===== src/rtl/udma_pkg.sv =====
// udma_pkg: shared uDMA configuration-port types and constants.
package udma_pkg;
  localparam int CFG_ADDR_W = 5;
  localparam logic [31:0] CFG_ERR_DATA = 32'hDEAD_BEEF;
  typedef struct packed {
    logic [31:0]           data;
    logic [CFG_ADDR_W-1:0] addr;
    logic                  valid;
    logic                  rwn;
  } cfg_req_t;
  typedef struct packed {
    logic        ready;
    logic [31:0] data;
  } cfg_rsp_t;
  typedef enum logic {IDLE, GRANT} arb_state_e;
endpackage


===== src/rtl/udma_cfg_rr_pick.sv =====
// udma_cfg_rr_pick: combinational rotate-priority pick of the first request at or after ptr_i.
module udma_cfg_rr_pick #(
  parameter int NUM_REQ = 2
) (
  input  logic [NUM_REQ-1:0]         req_i,
  input  logic [$clog2(NUM_REQ)-1:0] ptr_i,
  output logic [NUM_REQ-1:0]         gnt_o,
  output logic [$clog2(NUM_REQ)-1:0] idx_o,
  output logic                       any_o
);
  localparam int IW = $clog2(NUM_REQ);
  logic [IW-1:0] j;
  // Scanning from the farthest slot back to ptr_i lets the nearest request win last.
  always_comb begin
    gnt_o = '0;
    idx_o = '0;
    j = '0;
    for (int i = NUM_REQ - 1; i >= 0; i--) begin
      j = IW'((int'(ptr_i) + i) % NUM_REQ);
      if (req_i[j]) begin
        idx_o = j;
        gnt_o = '0;
        gnt_o[j] = 1'b1;
      end
    end
  end
  assign any_o = |req_i;
endmodule


===== src/rtl/udma_cfg_arbiter.sv =====
// udma_cfg_arbiter: round-robin sharing of one uDMA cfg port between NUM_MASTERS requesters,
// with read-data routing back to the owner and timeout completion of stalled accesses.
module udma_cfg_arbiter
  import udma_pkg::*;
#(
  parameter int NUM_MASTERS    = 2,
  parameter int TIMEOUT_CYCLES = 256
) (
  input  logic                                   clk_i,
  input  logic                                   rstn_i,
  input  logic [NUM_MASTERS-1:0][31:0]           m_cfg_data_i,
  input  logic [NUM_MASTERS-1:0][CFG_ADDR_W-1:0] m_cfg_addr_i,
  input  logic [NUM_MASTERS-1:0]                 m_cfg_valid_i,
  input  logic [NUM_MASTERS-1:0]                 m_cfg_rwn_i,
  output logic [NUM_MASTERS-1:0]                 m_cfg_ready_o,
  output logic [NUM_MASTERS-1:0][31:0]           m_cfg_data_o,
  output logic [31:0]                            s_cfg_data_o,
  output logic [CFG_ADDR_W-1:0]                  s_cfg_addr_o,
  output logic                                   s_cfg_valid_o,
  output logic                                   s_cfg_rwn_o,
  input  logic                                   s_cfg_ready_i,
  input  logic [31:0]                            s_cfg_data_i,
  output logic [NUM_MASTERS-1:0]                 grant_o,
  output logic                                   err_o
);
  localparam int IW = $clog2(NUM_MASTERS);
  localparam int CW = TIMEOUT_CYCLES > 0 ? $clog2(TIMEOUT_CYCLES + 1) : 1;
  cfg_req_t req [NUM_MASTERS];
  cfg_rsp_t rsp [NUM_MASTERS];
  cfg_req_t own;
  arb_state_e state_q, state_d;
  logic [IW-1:0] owner_q, owner_d, ptr_q, ptr_d, pick_idx;
  logic [NUM_MASTERS-1:0] grant_q, grant_d, pick_gnt;
  logic [CW-1:0] cnt_q, cnt_d;
  logic pick_any, in_grant, hs, to;

  for (genvar g = 0; g < NUM_MASTERS; g++) begin : g_map
    assign req[g] = '{data: m_cfg_data_i[g], addr: m_cfg_addr_i[g], valid: m_cfg_valid_i[g], rwn: m_cfg_rwn_i[g]};
    assign m_cfg_ready_o[g] = rsp[g].ready;
    assign m_cfg_data_o[g] = rsp[g].data;
  end

  udma_cfg_rr_pick #(.NUM_REQ(NUM_MASTERS)) u_pick (
    .req_i (m_cfg_valid_i),
    .ptr_i (ptr_q),
    .gnt_o (pick_gnt),
    .idx_o (pick_idx),
    .any_o (pick_any)
  );

  assign own = req[owner_q];
  assign in_grant = state_q == GRANT;
  assign hs = in_grant & own.valid & s_cfg_ready_i;
  // A handshake in the timeout cycle takes priority, so the timeout only fires without slave ready.
  assign to = in_grant & own.valid & ~s_cfg_ready_i & (TIMEOUT_CYCLES != 0) & (cnt_q == CW'(TIMEOUT_CYCLES));
  assign s_cfg_valid_o = in_grant & own.valid & ~to;
  assign s_cfg_data_o = in_grant ? own.data : '0;
  assign s_cfg_addr_o = in_grant ? own.addr : '0;
  assign s_cfg_rwn_o = in_grant ? own.rwn : 1'b0;
  assign grant_o = in_grant ? grant_q : '0;
  assign err_o = to;

  always_comb begin
    for (int i = 0; i < NUM_MASTERS; i++) begin
      rsp[i].ready = (hs | to) & (owner_q == IW'(i));
      rsp[i].data = rsp[i].ready ? (to ? CFG_ERR_DATA : s_cfg_data_i) : '0;
    end
  end

  always_comb begin
    state_d = state_q;
    owner_d = owner_q;
    grant_d = grant_q;
    ptr_d = ptr_q;
    cnt_d = cnt_q;
    if (!in_grant) begin
      if (pick_any) begin
        state_d = GRANT;
        owner_d = pick_idx;
        grant_d = pick_gnt;
        cnt_d = '0;
      end
    end else if (hs | to) begin
      state_d = IDLE;
      ptr_d = owner_q == IW'(NUM_MASTERS - 1) ? '0 : owner_q + 1'b1;
    end else if (!own.valid) begin
      state_d = IDLE;
    end else begin
      cnt_d = cnt_q == '1 ? cnt_q : cnt_q + 1'b1;
    end
  end

  always_ff @(posedge clk_i or negedge rstn_i) begin
    if (!rstn_i) begin
      state_q <= IDLE;
      owner_q <= '0;
      grant_q <= '0;
      ptr_q <= '0;
      cnt_q <= '0;
    end else begin
      state_q <= state_d;
      owner_q <= owner_d;
      grant_q <= grant_d;
      ptr_q <= ptr_d;
      cnt_q <= cnt_d;
    end
  end
endmodule


===== config.mk =====
export PLATFORM = sky130hd
export DESIGN_NAME = udma_cfg_arbiter
export DESIGN_NICKNAME = d
export VERILOG_FILES = /design/src/rtl/udma_pkg.sv /design/src/rtl/udma_cfg_rr_pick.sv /design/src/rtl/udma_cfg_arbiter.sv
export SDC_FILE = /design/constraint.sdc
export NUM_CORES = 1
export LEC_CHECK = 0
export BUFFER_PORTS_ARGS = -buffer_cell sky130_fd_sc_hd__buf_2
export CAP_MARGIN = 20
export CORE_MARGIN = 5
export CORE_UTILIZATION = 34
export DETAILED_ROUTE_END_ITERATION = 6
export PLACE_DENSITY = 0.86
export SYNTH_ARGS = -nofsm -noshare
export SYNTH_HDL_FRONTEND = slang
export SYNTH_SLANG_ARGS = --single-unit

===== constraint.sdc =====
create_clock -name clk_i -period 2.75 [get_ports clk_i]
set_input_delay 0.1375 -clock clk_i [delete_from_list [all_inputs] [get_ports clk_i]]
set_output_delay 0.1375 -clock clk_i [all_outputs]
set_load 0.02 [all_outputs]

# Word level (Yosys, flattened, before mapping)
# Index checks and enable logic that the tools add are counted.
[totals]
ff_bits = 14
in_bits = 113
output_inout_bits = 108
wordCells = 70
[op_classes]
addsub = 3
magnitude_cmp = 5
n_eq_ne = 5
mux = 32
n_bitwise = 13
n_reduce_logical = 7
[ops]
columns = ["cell", "count"]
rows = [
  ["2-to-1 mux 32 bit", 4],
  ["2-to-1 mux 39 bit", 3],
  ["2-to-1 mux 9 bit", 5],
  ["== test 9 bit (second input constant)", 2],
  ["2-to-1 mux 1 bit", 14],
  ["adder 9 x 1 -> 9 bit (second input constant)", 1],
  ["AND 1 bit", 7],
  ["2-to-1 mux 2 bit", 3],
  ["!= test 2 bit (second input constant)", 3],
  ["2-to-1 mux 5 bit", 1],
  ["less-than comparator 1 x 2 -> 1 bit (second input constant)", 2],
  ["inverter 1 bit", 4],
  ["AND reduction 2 bit", 2],
  ["AND reduction 4 bit", 1],
  ["adder 1 bit (second input constant)", 2],
  ["demux 1 bit (select 1 bit)", 2],
  ["greater-or-equal comparator 1 bit (second input constant)", 2],
  ["greater-or-equal comparator 2 bit (second input constant)", 1],
  ["logical AND 1 bit", 2],
  ["inverter 1 -> 2 bit", 1],
  ["nonzero test 2 bit", 1],
  ["OR reduction 2 bit", 1],
  ["OR 1 bit", 1],
]

# Logic depth before layout (Yosys ltp)
[logic_depth]
ltp_word = 10
mapped_depth = 8
depth_no_buf = 8

# Modules after synthesis
# Synthesis repeated with hierarchy kept, for this count alone.
[hier_totals]
cells_unflattened = 254
hier_area_um2 = 2049.5
[modules_own_cells]
columns = ["module", "instances", "cells_per_inst", "area_each_um2"]
rows = [
  ["udma_cfg_arbiter", 1, 249, 2016.9],
  ["udma_cfg_rr_pick", 1, 5, 32.5],
]

# Worst setup path after synthesis
# OpenSTA, ideal clock, no wires.
[synth_timing]
path_type = "reg2reg"
from = "register cnt_q[0]"
to = "register cnt_q[7]"
setup_time_ns = 0.124
arrival_time_ns = 1.889
required_time_ns = 2.626
slack_ns = 0.737
stages_incl_launch_ff = 9
path_buffers = 0
period_less_slack_ns = 2.013
cell_sequence = "dfrtp_1 > ha_1 > and3_1 > and3_1 > and3_1 > ha_1 > a21oi_2 > nand4_1 > mux2i_1"
[synth_via]
elab_chain_len = 5
elab_cells_between_ends = 12
cone_classes = "add/sub: 1; eq/ne: 4; mux: 4; bitwise: 2; reduce/logical: 1"
[synth_rtl]
columns = ["item", "line", "source"]
rows = [
  ["start, declared", "udma_cfg_arbiter.sv:34", "logic [CW-1:0] cnt_q, cnt_d;"],
  ["start signal, assigned", "udma_cfg_arbiter.sv:105", "cnt_q <= cnt_d;"],
  ["adder 9 x 1 -> 9 bit or == test 9 bit (tied branches)", "udma_cfg_arbiter.sv:89, udma_cfg_arbiter.sv:55", ""],
  ["2-to-1 mux 9 bit or AND 1 bit (tied branches)", "udma_cfg_arbiter.sv:89, udma_cfg_arbiter.sv:55", ""],
  ["2-to-1 mux 9 bit or OR 1 bit (tied branches)", "udma_cfg_arbiter.sv:86, udma_cfg_arbiter.sv:83", ""],
  ["2-to-1 mux 9 bit or != test 2 bit (tied branches)", "-", ""],
  ["2-to-1 mux 9 bit or AND reduction 4 bit (tied branches)", "-", ""],
]
# Several ways; a longest one is shown, not always the timed one. The select of a mux whose other input is x is not followed.
# A chain may end at the register's enable or synchronous reset.

==> run metrics <==
Die Height=85.1 µm; unrepaired setup endpoints after global routing=false; PwrDens=649 nW/µm²; fin crit period=2.33 ns; Synth top area share=20.4%; Max Fanout on Critical Path=16; overall power=2010 µW; Cell variety after synth=32; CP required=2.61 ns; GRT Total Usage=19.9%; Nets=570; Seq/Total Area, Yosys=17.0%; setup_tns=0 ns; crit-path cells=clkinv_1 > nor3b_4 > nand2_2 > and3_1 > buf_2; initial core utilization=34.8%; area delta synth->final=61.7%; Slew @ Worst Pin=0.703 ns; # DRC=0; Syn Area/Cell=7.82 µm²; WS Path Type=flop to primary output; Internal Power=925 µW; post-route clock period utilization=84.7%; Max Slew Vio Count=0; Peak VDD IR=565 µV; first-pass GRT wire length=12200 µm; vias=2625; ANT cells=0; Clock Sinks=13; status=finished clean; Die Area=7240 µm²; Largest stage delay, worst path=0.58 ns; number of global-route vias before repair=2540; Clk pwr share=8.6%; CP Launch Type=flop; TritonCTS clock tree=yes; Seq pwr share=13.9%; detailed placer's ending HPWL=6360 µm; synth top area cells=mux2i_1 (20%), o21a_1 (19%), dfrtp_1 (17%), nor2_1 (8.2%), and3_1 (6.2%); slowest CP cell=dfrtp_1; # rows=27; deepest clock path buffer count=2; Cells after Synth=245; cell family with most CP delay=simple AND/OR/NAND/NOR gates; initial DRC count=73; IO buf count=220; top_reg_cell synth=dfrtp_1; number of CTS-inserted buffers=3; postcts setup bufs=0; largest net degree at the start of global routing=50; Via density=5.00; Synth warnings=0; CORE AREA=5510 µm²; Fmax=429 MHz; Hold Path Class=input port to flop; Post-synth ARST share=100%; crit path capture type=primary output; antenna viol nets, final=0; Synth Register Bits=13; clk root buf=clkbuf_8; synthesized cell area=1920 µm²; Filler cells=488; EDFF count, synth=0; setup violators final=0; width of the die=85.1 µm; Reg clk slew, reported paths=0.06 ns; Sequential Area=327 µm²; IO Count=221; Final Routed Wirelength=7730 µm; Rel. slew slack=52.6%; H-tree depth=1; multi-input logic area=1460 µm²; Routed wire per std cell=14.7 µm; final hold vios=0; max-cap viol count=0; GRT overflow=0; initial antenna violation count=0; cell leakage power=0.00192 µW; syn_nets=361; Psw=1090 µW; worst skew pair latency=0.24 ns; skew final=0.00482 ns; Comb pwr share=77.5%; Sw Share=54.0%; RD Place Congestion=0.817; crit path buf inv count=2; drt first pass iters=4; CP Data Arrival Time=2.19 ns; share of cells above drive strength 1=53.0%; Synth area leader=mux2i_1
==> worst paths after layout <==
| kind | startpoint | endpoint | slack, ns | cells past startpoint |
|---|---|---|---|---|
| setup / recovery | in_grant | m_cfg_data_o[17] | 0.42 | 5 |
| hold / removal | s_cfg_ready_i | in_grant | 0.18 | 2 |
| setup reg to reg | cnt_q[0] | cnt_q[7] | 0.49 | 8 |
| hold reg to reg | ptr_q | ptr_q | 0.53 | 2 |
| max in group asynchronous | rstn_i | owner_q | 2.19 | 2 |
| min in group asynchronous | rstn_i | grant_q[0] | 0.31 | 2 |
==> registers in the layout (all words and copies together), names as in the netlist <==
signal    count
owner_q       1
cnt_q         9
grant_q       1
in_grant      1
ptr_q         1
==> power by group through the flow <==
stage,logic [µW],clock network (µW),registers [µW]
final,1560,173,280
after global routing,1690,188,287
after CTS,1570,175,278
after detailed placement,1570,0,282
after global placement,1540,0,277
after floorplan,1120,0,254
==> cells in the mapped netlist, types with 3 or more instances <==
| cell | n |
|---|---|
| o21a_1 | 49 |
| nor2_1 | 42 |
| mux2i_1 | 39 |
| and3_1 | 19 |
| dfrtp_1 | 13 |
| clkbuf_1 | 10 |
| a31oi_1 | 8 |
| buf_2 | 7 |
| o21ai_0 | 7 |
| inv_1 | 5 |
| nand2_1 | 5 |
| nand2b_1 | 5 |
| nand3_1 | 5 |
| and2_1 | 3 |
| buf_4 | 3 |
| ha_1 | 3 |
| nand4_1 | 3 |
==> metrics by stage <==
step                cells  hold WS, ns  setup WS [ns]  util [%]  cell area (µm²)
finish                525        0.179          0.420      56.2             3100
detailed placement    520       0.0419          0.502      55.2             3040
CTS                   525        0.179          0.427      56.2             3100
global placement      520       0.0412          0.615      55.2             3040
floorplan             245       -0.158          0.737         -             1920
global route          525        0.206          0.232      56.2             3100
==> logic make-up (layout without fill, tap and decap cells) <==
group                    after synthesis  in the layout  share of synthesized area [%]
AND/OR/NAND/NOR                       92             92                           26.1
AO/OA/AOI/OAI                         69             69                           26.5
multiplexers                          40             40                           21.2
buffers and inverters                 28            236                           7.32
flip-flops                            13             13                           17.0
adder cells (fa/ha/maj)                3              3                           1.96
==> cells in the final DEF (no fill, tap or decap), drive strengths merged, types with 2 or more instances in the layout <==
| cell type | instances |
|---|---|
| nor3b | 2 |
| nand2b | 5 |
| ha | 3 |
| nor2 | 42 |
| and3 | 19 |
| a21oi | 2 |
| nand3 | 5 |
| nand4 | 3 |
| dfrtp | 13 |
| o21ai | 7 |
| inv | 5 |
| mux2i | 39 |
| o31ai | 2 |
| o21a | 49 |
| a31oi | 8 |
| and2 | 3 |
| buf | 225 |
| nand2 | 6 |
| nor3 | 3 |
| clkbuf | 4 |
==> layout make-up <==
class,count,share of cell area [%]
clock buffers,4,1.45
inverters,6,0.727
multi-input cells,204,47.3
flip-flops and latches,13,10.5
well taps,72,2.91
repair buffers,226,37.1
==> metal layers <==
layer / global-route usage (%) / wire [µm] / up-vias
li1: - / - / 1296
met1: 23.3 / 2940 / 1164
met2: 36.1 / 3810 / 153
met3: 4.76 / 823 / 12
met4: 5.18 / 162 / 0
met5: 0 / 0 / -
==> what timing repair did <==
item,in CTS,in global routing
endpoints found under the hold margin,13,0
setup endpoints to repair,0,0
gates resized for setup,0,0
hold buffers,1,0
Power figures use the tool's default switching activity.
